==> src/rtl/rv32_instr_encoder_if.sv <==
// Request/response bundle for the RV32I instruction encoder.
// The encoder takes the slave modport; the request producer takes master.
interface rv32_instr_encoder_if;
  logic        in_valid;
  logic        in_ready;
  logic [5:0]  in_op;
  logic [4:0]  in_rd;
  logic [4:0]  in_rs1;
  logic [4:0]  in_rs2;
  logic [31:0] in_imm;
  logic        out_valid;
  logic        out_ready;
  logic [31:0] out_instr;
  logic        out_last;
  logic        err;

  modport slave (
    input  in_valid, in_op, in_rd, in_rs1, in_rs2, in_imm, out_ready,
    output in_ready, out_valid, out_instr, out_last, err
  );

  modport master (
    output in_valid, in_op, in_rd, in_rs1, in_rs2, in_imm, out_ready,
    input  in_ready, out_valid, out_instr, out_last, err
  );
endinterface

==> src/rtl/rv32_instr_encoder.sv <==
// Streaming RV32I instruction encoder with LI -> LUI+ADDI expansion.
// One registered output word slot plus one pending word for the second half of LI.
module rv32_instr_encoder (
  input logic clk,
  input logic rst,
  rv32_instr_encoder_if.slave bus
);
  localparam logic [1:0] IDLE  = 2'd0;
  localparam logic [1:0] EMIT1 = 2'd1;
  localparam logic [1:0] EMIT2 = 2'd2;

  localparam logic [3:0] FMT_R   = 4'd0;
  localparam logic [3:0] FMT_I   = 4'd1;
  localparam logic [3:0] FMT_SH  = 4'd2;
  localparam logic [3:0] FMT_S   = 4'd3;
  localparam logic [3:0] FMT_B   = 4'd4;
  localparam logic [3:0] FMT_U   = 4'd5;
  localparam logic [3:0] FMT_J   = 4'd6;
  localparam logic [3:0] FMT_LI  = 4'd7;
  localparam logic [3:0] FMT_NOP = 4'd8;
  localparam logic [3:0] FMT_BAD = 4'd9;

  localparam logic [6:0] OPC_OP     = 7'b0110011;
  localparam logic [6:0] OPC_OP_IMM = 7'b0010011;
  localparam logic [6:0] OPC_LOAD   = 7'b0000011;
  localparam logic [6:0] OPC_STORE  = 7'b0100011;
  localparam logic [6:0] OPC_BRANCH = 7'b1100011;
  localparam logic [6:0] OPC_LUI    = 7'b0110111;
  localparam logic [6:0] OPC_AUIPC  = 7'b0010111;
  localparam logic [6:0] OPC_JAL    = 7'b1101111;
  localparam logic [6:0] OPC_JALR   = 7'b1100111;

  logic [1:0]  state;
  logic [31:0] pend_instr;
  logic        out_valid_q;
  logic        out_last_q;
  logic [31:0] out_instr_q;
  logic        err_q;

  logic [3:0]  fmt;
  logic [2:0]  f3;
  logic        alt;
  logic [6:0]  opc;
  logic [31:0] imm;
  logic [4:0]  rd;
  logic [4:0]  rs1;
  logic [4:0]  rs2;
  logic        fits12;
  logic        fits_sh;
  logic        fits_b;
  logic        fits_j;
  logic [19:0] li_hi;
  logic [31:0] word0;
  logic [31:0] word1;
  logic        two_words;
  logic        reject;
  logic        fire;
  logic        accept;

  assign imm = bus.in_imm;
  assign rd  = bus.in_rd;
  assign rs1 = bus.in_rs1;
  assign rs2 = bus.in_rs2;

  assign fits12  = (imm[31:11] == '0) || (imm[31:11] == '1);
  assign fits_sh = (imm[31:5] == '0);
  assign fits_b  = !imm[0] && ((imm[31:12] == '0) || (imm[31:12] == '1));
  assign fits_j  = !imm[0] && ((imm[31:20] == '0) || (imm[31:20] == '1));
  // (imm + 0x800) >> 12 without a full 32-bit add: the carry into bit 12 is imm[11]
  assign li_hi   = imm[31:12] + {19'd0, imm[11]};

  always_comb begin
    fmt = FMT_BAD;
    f3  = 3'd0;
    alt = 1'b0;
    opc = OPC_OP;
    case (bus.in_op)
      6'd0:  begin fmt = FMT_R; f3 = 3'd0; end
      6'd1:  begin fmt = FMT_R; f3 = 3'd0; alt = 1'b1; end
      6'd2:  begin fmt = FMT_R; f3 = 3'd1; end
      6'd3:  begin fmt = FMT_R; f3 = 3'd2; end
      6'd4:  begin fmt = FMT_R; f3 = 3'd3; end
      6'd5:  begin fmt = FMT_R; f3 = 3'd4; end
      6'd6:  begin fmt = FMT_R; f3 = 3'd5; end
      6'd7:  begin fmt = FMT_R; f3 = 3'd5; alt = 1'b1; end
      6'd8:  begin fmt = FMT_R; f3 = 3'd6; end
      6'd9:  begin fmt = FMT_R; f3 = 3'd7; end
      6'd10: begin fmt = FMT_I;  f3 = 3'd0; opc = OPC_OP_IMM; end
      6'd11: begin fmt = FMT_I;  f3 = 3'd2; opc = OPC_OP_IMM; end
      6'd12: begin fmt = FMT_I;  f3 = 3'd3; opc = OPC_OP_IMM; end
      6'd13: begin fmt = FMT_I;  f3 = 3'd4; opc = OPC_OP_IMM; end
      6'd14: begin fmt = FMT_I;  f3 = 3'd6; opc = OPC_OP_IMM; end
      6'd15: begin fmt = FMT_I;  f3 = 3'd7; opc = OPC_OP_IMM; end
      6'd16: begin fmt = FMT_SH; f3 = 3'd1; opc = OPC_OP_IMM; end
      6'd17: begin fmt = FMT_SH; f3 = 3'd5; opc = OPC_OP_IMM; end
      6'd18: begin fmt = FMT_SH; f3 = 3'd5; opc = OPC_OP_IMM; alt = 1'b1; end
      6'd19: begin fmt = FMT_I; f3 = 3'd0; opc = OPC_LOAD; end
      6'd20: begin fmt = FMT_I; f3 = 3'd1; opc = OPC_LOAD; end
      6'd21: begin fmt = FMT_I; f3 = 3'd2; opc = OPC_LOAD; end
      6'd22: begin fmt = FMT_I; f3 = 3'd4; opc = OPC_LOAD; end
      6'd23: begin fmt = FMT_I; f3 = 3'd5; opc = OPC_LOAD; end
      6'd24: begin fmt = FMT_S; f3 = 3'd0; opc = OPC_STORE; end
      6'd25: begin fmt = FMT_S; f3 = 3'd1; opc = OPC_STORE; end
      6'd26: begin fmt = FMT_S; f3 = 3'd2; opc = OPC_STORE; end
      6'd27: begin fmt = FMT_B; f3 = 3'd0; opc = OPC_BRANCH; end
      6'd28: begin fmt = FMT_B; f3 = 3'd1; opc = OPC_BRANCH; end
      6'd29: begin fmt = FMT_B; f3 = 3'd4; opc = OPC_BRANCH; end
      6'd30: begin fmt = FMT_B; f3 = 3'd5; opc = OPC_BRANCH; end
      6'd31: begin fmt = FMT_B; f3 = 3'd6; opc = OPC_BRANCH; end
      6'd32: begin fmt = FMT_B; f3 = 3'd7; opc = OPC_BRANCH; end
      6'd33: begin fmt = FMT_U; opc = OPC_LUI; end
      6'd34: begin fmt = FMT_U; opc = OPC_AUIPC; end
      6'd35: begin fmt = FMT_J; opc = OPC_JAL; end
      6'd36: begin fmt = FMT_I; f3 = 3'd0; opc = OPC_JALR; end
      6'd37: fmt = FMT_LI;
      6'd38: fmt = FMT_NOP;
      default: fmt = FMT_BAD;
    endcase
  end

  always_comb begin
    word0     = '0;
    word1     = '0;
    two_words = 1'b0;
    reject    = 1'b0;
    case (fmt)
      FMT_R:  word0 = {1'b0, alt, 5'd0, rs2, rs1, f3, rd, opc};
      FMT_I: begin
        reject = !fits12;
        word0  = {imm[11:0], rs1, f3, rd, opc};
      end
      FMT_SH: begin
        reject = !fits_sh;
        word0  = {1'b0, alt, 5'd0, imm[4:0], rs1, f3, rd, opc};
      end
      FMT_S: begin
        reject = !fits12;
        word0  = {imm[11:5], rs2, rs1, f3, imm[4:0], opc};
      end
      FMT_B: begin
        reject = !fits_b;
        word0  = {imm[12], imm[10:5], rs2, rs1, f3, imm[4:1], imm[11], opc};
      end
      FMT_U:  word0 = {imm[19:0], rd, opc};
      FMT_J: begin
        reject = !fits_j;
        word0  = {imm[20], imm[10:1], imm[11], imm[19:12], rd, opc};
      end
      FMT_LI: begin
        if (fits12) begin
          word0 = {imm[11:0], 5'd0, 3'd0, rd, OPC_OP_IMM};
        end else if (imm[11:0] == '0) begin
          word0 = {imm[31:12], rd, OPC_LUI};
        end else begin
          two_words = 1'b1;
          word0     = {li_hi, rd, OPC_LUI};
          word1     = {imm[11:0], rd, 3'd0, rd, OPC_OP_IMM};
        end
      end
      FMT_NOP: word0 = {12'd0, 5'd0, 3'd0, 5'd0, OPC_OP_IMM};
      default: reject = 1'b1;
    endcase
  end

  assign bus.in_ready = !out_valid_q || (bus.out_ready && out_last_q);
  assign fire         = bus.in_valid && bus.in_ready;
  assign accept       = fire && !reject;

  // A new accept overrides the handshake advance, which gives zero-bubble replacement.
  always_ff @(posedge clk) begin
    if (rst) begin
      state       <= IDLE;
      out_valid_q <= 1'b0;
      out_last_q  <= 1'b0;
      out_instr_q <= '0;
      pend_instr  <= '0;
      err_q       <= 1'b0;
    end else begin
      err_q <= fire && reject;
      if (out_valid_q && bus.out_ready) begin
        if (state == EMIT2) begin
          out_instr_q <= pend_instr;
          out_last_q  <= 1'b1;
          state       <= EMIT1;
        end else begin
          out_valid_q <= 1'b0;
          state       <= IDLE;
        end
      end
      if (accept) begin
        out_valid_q <= 1'b1;
        out_instr_q <= word0;
        out_last_q  <= !two_words;
        pend_instr  <= word1;
        state       <= two_words ? EMIT2 : EMIT1;
      end
    end
  end

  assign bus.out_valid = out_valid_q;
  assign bus.out_instr = out_instr_q;
  assign bus.out_last  = out_last_q;
  assign bus.err       = err_q;
endmodule

==> src/flat_wrapper.sv <==
// flat-port wrapper written by rule: the top's interface ports become plain ports
module rv32_instr_encoder_flat 
  (clk, rst, bus_in_valid, bus_in_op, bus_in_rd, bus_in_rs1, bus_in_rs2, bus_in_imm, bus_out_ready, bus_in_ready, bus_out_valid, bus_out_instr, bus_out_last, bus_err);
  rv32_instr_encoder_if bus_i ();
  input logic clk;
  input logic rst;
  input wire logic [$bits(bus_i.in_valid)-1:0] bus_in_valid;
  input wire logic [$bits(bus_i.in_op)-1:0] bus_in_op;
  input wire logic [$bits(bus_i.in_rd)-1:0] bus_in_rd;
  input wire logic [$bits(bus_i.in_rs1)-1:0] bus_in_rs1;
  input wire logic [$bits(bus_i.in_rs2)-1:0] bus_in_rs2;
  input wire logic [$bits(bus_i.in_imm)-1:0] bus_in_imm;
  input wire logic [$bits(bus_i.out_ready)-1:0] bus_out_ready;
  output wire logic [$bits(bus_i.in_ready)-1:0] bus_in_ready;
  output wire logic [$bits(bus_i.out_valid)-1:0] bus_out_valid;
  output wire logic [$bits(bus_i.out_instr)-1:0] bus_out_instr;
  output wire logic [$bits(bus_i.out_last)-1:0] bus_out_last;
  output wire logic [$bits(bus_i.err)-1:0] bus_err;
  assign bus_i.in_valid = bus_in_valid;
  assign bus_i.in_op = bus_in_op;
  assign bus_i.in_rd = bus_in_rd;
  assign bus_i.in_rs1 = bus_in_rs1;
  assign bus_i.in_rs2 = bus_in_rs2;
  assign bus_i.in_imm = bus_in_imm;
  assign bus_i.out_ready = bus_out_ready;
  assign bus_in_ready = bus_i.in_ready;
  assign bus_out_valid = bus_i.out_valid;
  assign bus_out_instr = bus_i.out_instr;
  assign bus_out_last = bus_i.out_last;
  assign bus_err = bus_i.err;
  rv32_instr_encoder u_core (.clk(clk), .rst(rst), .bus(bus_i));
endmodule
==> config.mk <==
export PLATFORM = sky130hd
export DESIGN_NAME = rv32_instr_encoder_flat
export DESIGN_NICKNAME = d
export VERILOG_FILES = /design/src/rtl/rv32_instr_encoder_if.sv /design/src/rtl/rv32_instr_encoder.sv /design/src/flat_wrapper.sv
export SDC_FILE = /design/constraint.sdc
export NUM_CORES = 1
export LEC_CHECK = 0
export ABC_CLOCK_PERIOD_IN_PS = 2800
export CAP_MARGIN = 20
export CORE_UTILIZATION = 46
export CTS_CLUSTER_DIAMETER = 40
export CTS_CLUSTER_SIZE = 10
export DETAILED_ROUTE_END_ITERATION = 8
export PLACE_DENSITY = 0.8
export SLEW_MARGIN = 20
export SYNTH_ARGS = -nofsm -noshare
export SYNTH_HDL_FRONTEND = slang
export SYNTH_SLANG_ARGS = --single-unit
==> constraint.sdc <==
create_clock -name clk -period 2.8 [get_ports clk]
set_input_delay 0.56 -clock clk [delete_from_list [all_inputs] [get_ports clk]]
set_output_delay 0.56 -clock clk [all_outputs]
set_load 0.02 [all_outputs]
## Yosys cells after proc, flatten, opt, wreduce, memory -nomap -nowiden

Cells that the tools add are included.

| operators by class | value |
|---|---|
| add/sub/neg operators | 1 |
| eq/ne operators | 51 |
| muxes and demuxes | 27 |
| reductions and logical operators | 48 |

Operators with widths:

| cell | count |
|---|---|
| $pmux 32 s9 | 1 |
| $mux 32 | 8 |
| $eq 6x5->1 const B | 16 |
| $pmux 7 s8 | 1 |
| $eq 6x4->1 const B | 8 |
| $eq 6x6->1 const B | 7 |
| $pmux 4 s9 | 1 |
| $logic_not 27->1 | 1 |
| $eq 6x3->1 const B | 4 |
| $logic_not 12->1 | 2 |
| $eq 21x21->1 const B | 1 |
| $logic_not 21->1 | 1 |
| $pmux 3 s7 | 1 |
| $add 20x1->20 | 1 |
| $eq 20x20->1 const B | 1 |
| $logic_not 20->1 | 1 |
| $eq 4x3->1 const B | 4 |
| $reduce_or 3->1 | 5 |
| $eq 12x12->1 const B | 1 |
| $eq 6x2->1 const B | 2 |
| $reduce_or 12->1 | 1 |
| $reduce_or 4->1 | 3 |
| $reduce_or 6->1 | 2 |
| $mux 1 | 11 |
| 19 further kinds | 43 |

| word-level totals | value |
|---|---|
| bits in registers | 69 |
| word-level logic and storage cells | 133 |

## Logic depth before layout (Yosys ltp)

| depth | value |
|---|---|
| word-level depth | 10 |
| gate-level depth with buffers | 11 |
| depth with buffers taken out | 8 |

## Worst setup path before layout

Ideal clock, no wire load.

| timing path | value |
|---|---|
| kind | input-to-reg |
| start point | in bus_in_op[3] |
| end point | reg u_core.out_instr_q[10], in the netlist u_core.bus.out_instr[10] |
| setup time | 0.133 ns |
| data arrival time | 2.498 ns |
| data required time | 2.667 ns |
| setup slack | 0.168 ns |
| stages | 11 |
| cells stage by stage | buf_6 > or2_1 > buf_6 > o2111ai_2 > o311ai_1 > o221a_1 > or4_1 > buf_2 > buf_6 > a221oi_1 > a311oi_1 |

| between the ends | value |
|---|---|
| cells in the longest elaborated chain, start to end | 10 |
| elaborated cells between the ends (all ways) | 65 |

Ends and longest elaborated chain:

| element | line | source |
|---|---|---|
| start, declared | flat_wrapper.sv:8 | `input wire logic [$bits(bus_i.in_op)-1:0] bus_in_op;` |
| $eq 6x4->1 (tied with other cells) | rv32_instr_encoder.sv:77 | `case (bus.in_op)` |
| $reduce_or 12->1 (no line) (tied with other cells) | -- |  |
| $pmux 4 s9 * | rv32_instr_encoder.sv:77 |  |
| $eq 4x3->1 (tied with other cells) | rv32_instr_encoder.sv:126 | `case (fmt)` |
| $reduce_or 4->1 (no line) / $reduce_or 2->1 (equally long branches) | -- |  |
| $pmux 1 s5 | rv32_instr_encoder.sv:126 |  |
| $logic_not 1->1 | rv32_instr_encoder.sv:167 | `assign accept = fire && !reject;` |
| $logic_and 1x1->1 | rv32_instr_encoder.sv:167 |  |
| $reduce_bool 2->1 (no line) | -- |  |
| $reduce_and 2->1 (no line) | -- |  |
| end signal, assigned | rv32_instr_encoder.sv:182 | `out_instr_q <= pend_instr;` |
| end signal, assigned | rv32_instr_encoder.sv:192 | `out_instr_q <= word0;` |
| end, declared | rv32_instr_encoder.sv:37 | `logic [31:0] out_instr_q;` |

Mark *: on every way between the ends. The rest lies on a longest branch, timed or not.
A chain may end at the register's enable or synchronous reset.

## Worst setup path in the final report

| timing path | value |
|---|---|
| start point | in bus_in_op[3] |
| end point | reg u_core.out_instr_q[17], in the netlist u_core.bus.out_instr[17] |

Same word-level chain as after synthesis.

==> results.md <==
- Worst-Skew Late Latency: 320 ps
- EDFF count, synth: 0
- Die ar.: 8660 µm²
- TritonRoute pass-1 iters: 8
- Synthesized area: 3820 µm²
- Synth top area cells: dfxtp_1, nand2_1, a21oi_1
- GRT Overall Usage: 35.5%
- GPL Wtd Cong: 1.01
- Highest routed layer: met4
- Clock-pin transition on the worst setup and hold timing paths: 110 ps
- Hold Path Stages: 2
- #FFs+latches synth: 54
- Via count: 5,132
- Fin. max-slew vios: 0
- Routed length per instance: 19.9 µm
- Synth cell types: 58
- H-Tree Depth: 2
- Routed wl met2: 7320 µm
- DRT antenna net count: 0
- Setup_tns: 0 ps
- TritonCTS buffer count: 5
- DR iter-0 viols: 691
- Clk buf depth: 2
- Most frequent cell after synthesis: nand2_1
- Placed cells: 790
- Slew headroom: 56.0%
- Final period util: 98.4%
- Area growth, synth to finish: 56.6%
- CP startpoint kind: primary input
- Most used cell, CP: o21a_1
- Die Wd: 93.1 µm
- Ports: 93
- CP peak stage delay: 680 ps
- CP required: 3070 ps
- CTS Root Cell: clkbuf_8
- Critical-path cell list: dlygate4sd2_1 > o21a_1 > o2111ai_2 > o311ai_4 > o221a_1 > or4_4 > clkbuf_16 > a31oi_1 > o21a_1
- Clk_skew: 10.3 ps
- CTS Hold Buffers Added: 0
- Max VDD drop: 0.000218 V
- Share of cells above drive strength 1: 23.5%
- Sink Count: 54
- Post-route insts no fill: 805
- Die Height: 93.1 µm
- Critical path data arrival time: 3030 ps
- DP HPWL: 11,600 µm
- Critical Path Sink Type: flop
- Grt total ovfl: 0
- First-pass GRT wire length: 24,100 µm
- Met1 Wirelength: 6640 µm
- Cell count after synthesis: 529
- Outcome: finished clean
- Ys flop type: dfxtp_1
- Post-synthesis average cell area: 7.21 µm²
- Critical-path top delay cell: or4_4
- Register area share after synthesis: 28.3%
- Largest net degree at the start of global routing: 32
- Worst Tran Pin Value: 660 ps
- Syn_nets: 589
- Pwr/cell area: 347 nW/µm²
- Yosys top cell by area: dfxtp_1
- Core box area: 7890 µm²
- Initial antenna violation count: 0
- Lkg Pwr: 0.00242 µW
- Top cells by count, synth: nand2_1, dfxtp_1, a21oi_1
- Drt drc: 0
- Final setup viols: 0
- Starting Density: 48.4%
- Vias in the first global route: 4,771
- CP max FO: 8
- Metal3 WL: 1550 µm
- Row Count: 32
- Crit Path Class: primary input to flop
- IO buf count: 92
- Post-layout util: 75.7%
- Highest Clock Rate: 363 MHz
- Final Hold Fails: 0
- Worst R2R Path Depth: 7
- Post-layout nets: 761
- Final min period: 2760 ps
- Routed wire length: 16,000 µm
- Post-DR vias/cell: 6.38
- Ys Warns: 0
- Max Cap Viol: 0
- HP Class: flop to flop
- Async S/R FF share, synth: 0%
- Synth top area share: 28.3%
- CTS tree: done
## worst paths after layout
path | from | endpoint | slack (ps)
setup reg to reg | u_core.bus.out_last | u_core.bus.out_instr[17] | 780
hold / removal | u_core.pend_instr[28] | u_core.pend_instr[28] | 470
hold reg to reg | u_core.pend_instr[28] | u_core.pend_instr[28] | 470
setup / recovery | bus_in_op[3] | u_core.bus.out_instr[17] | 40
## state kept, by name (all words and copies together), names as in the netlist
| name | flops |
|---|---|
| u_core.bus.out_instr | 31 |
| u_core.bus.out_valid | 1 |
| u_core.bus.err | 1 |
| u_core.state | 2 |
| u_core.pend_instr | 18 |
| u_core.bus.out_last | 1 |
## report_power, final
group / leakage (µW) / internal, µW / switching [µW] / total, µW
combinational: 0.00194 / 375 / 391 / 766
clock: 0.0000408 / 180 / 294 / 474
sequential: 0.000440 / 808 / 24.6 / 833
## per-layer routing
| layer | global-route usage, % | vias to the layer above |
|---|---|---|
| met5 | 0 | - |
| met4 | 12.1 | 0 |
| met3 | 4.88 | 50 |
| met2 | 56.4 | 344 |
| met1 | 49.3 | 2410 |
| li1 | - | 2328 |
## final cells by class
cell class / instances / area, µm²
Timing Repair Buffer: 219 / 2030
Clock buffer: 5 / 68.8
Clock inverter: 3 / 23.8
Fill cell: 608 / 1910
Antenna cell: 1 / 2.50
Sequential cell: 54 / 1080
Inverter: 6 / 22.5
Multi-Input combinational cell: 415 / 2620
Tap cell: 102 / 128
## logic make-up after synthesis
kind of cell	share of synthesized area [%]
flip-flops	28.3
AND/OR/NAND/NOR	30.4
buffers and inverters	7.15
AO/OA/AOI/OAI	28.3
XOR/XNOR	4.36
multiplexers	0.525
adder cells (fa/ha/maj)	0.984
## cells in the final DEF (no fill, tap or decap), drive strengths merged, types with 3 or more instances in the layout
master / n
clkdlybuf4s50: 65
xnor2: 11
and4: 3
a31o: 11
or3: 4
o22ai: 5
o21a: 4
nor2b: 4
dfxtp: 54
nand3: 40
nand4: 10
clkbuf: 9
inv: 7
nand2: 93
a211oi: 5
nor3: 13
nand2b: 6
nor4: 10
and2: 4
nor2: 29
o21ai: 16
and3: 12
or2: 4
ha: 3
a222oi: 16
a311oi: 12
xor2: 8
a21oi: 46
dlymetal6s2s: 18
a221oi: 9
dlygate4sd2: 7
buf: 125
a31oi: 7
## per-stage QoR
| step | power, µW | setup slack [ps] | hold slack (ps) | area [µm²] |
|---|---|---|---|---|
| after global placement | 1530 | -574 | 438 | 5580 |
| after detailed placement | 1540 | -604 | 447 | 5580 |
| after CTS | 2010 | -26.5 | 462 | 5750 |
| after global routing | 2140 | -3.73 | 490 | 5970 |
| final | 2070 | 44.9 | 469 | 5970 |
| after floorplan | 1160 | 168 | 432 | 3820 |
## repair_timing
| action | 4_1_cts | 5_1_grt |
|---|---|---|
| endpoints found under the setup margin | 53 | 43 |
| hold endpoints to repair | 0 | 0 |
| gates cloned | 1 | 4 |
| gates resized for setup | 20 | 36 |
| setup buffers | 0 | 1 |
| pin swaps | 4 | 14 |
## worst max-delay path: cells and delay by family
family | cells | cell delay, ps
compound gates | 6 | 1280
simple gates | 1 | 680
buf+inv | 2 | 500
Power figures use the tool's default switching activity.
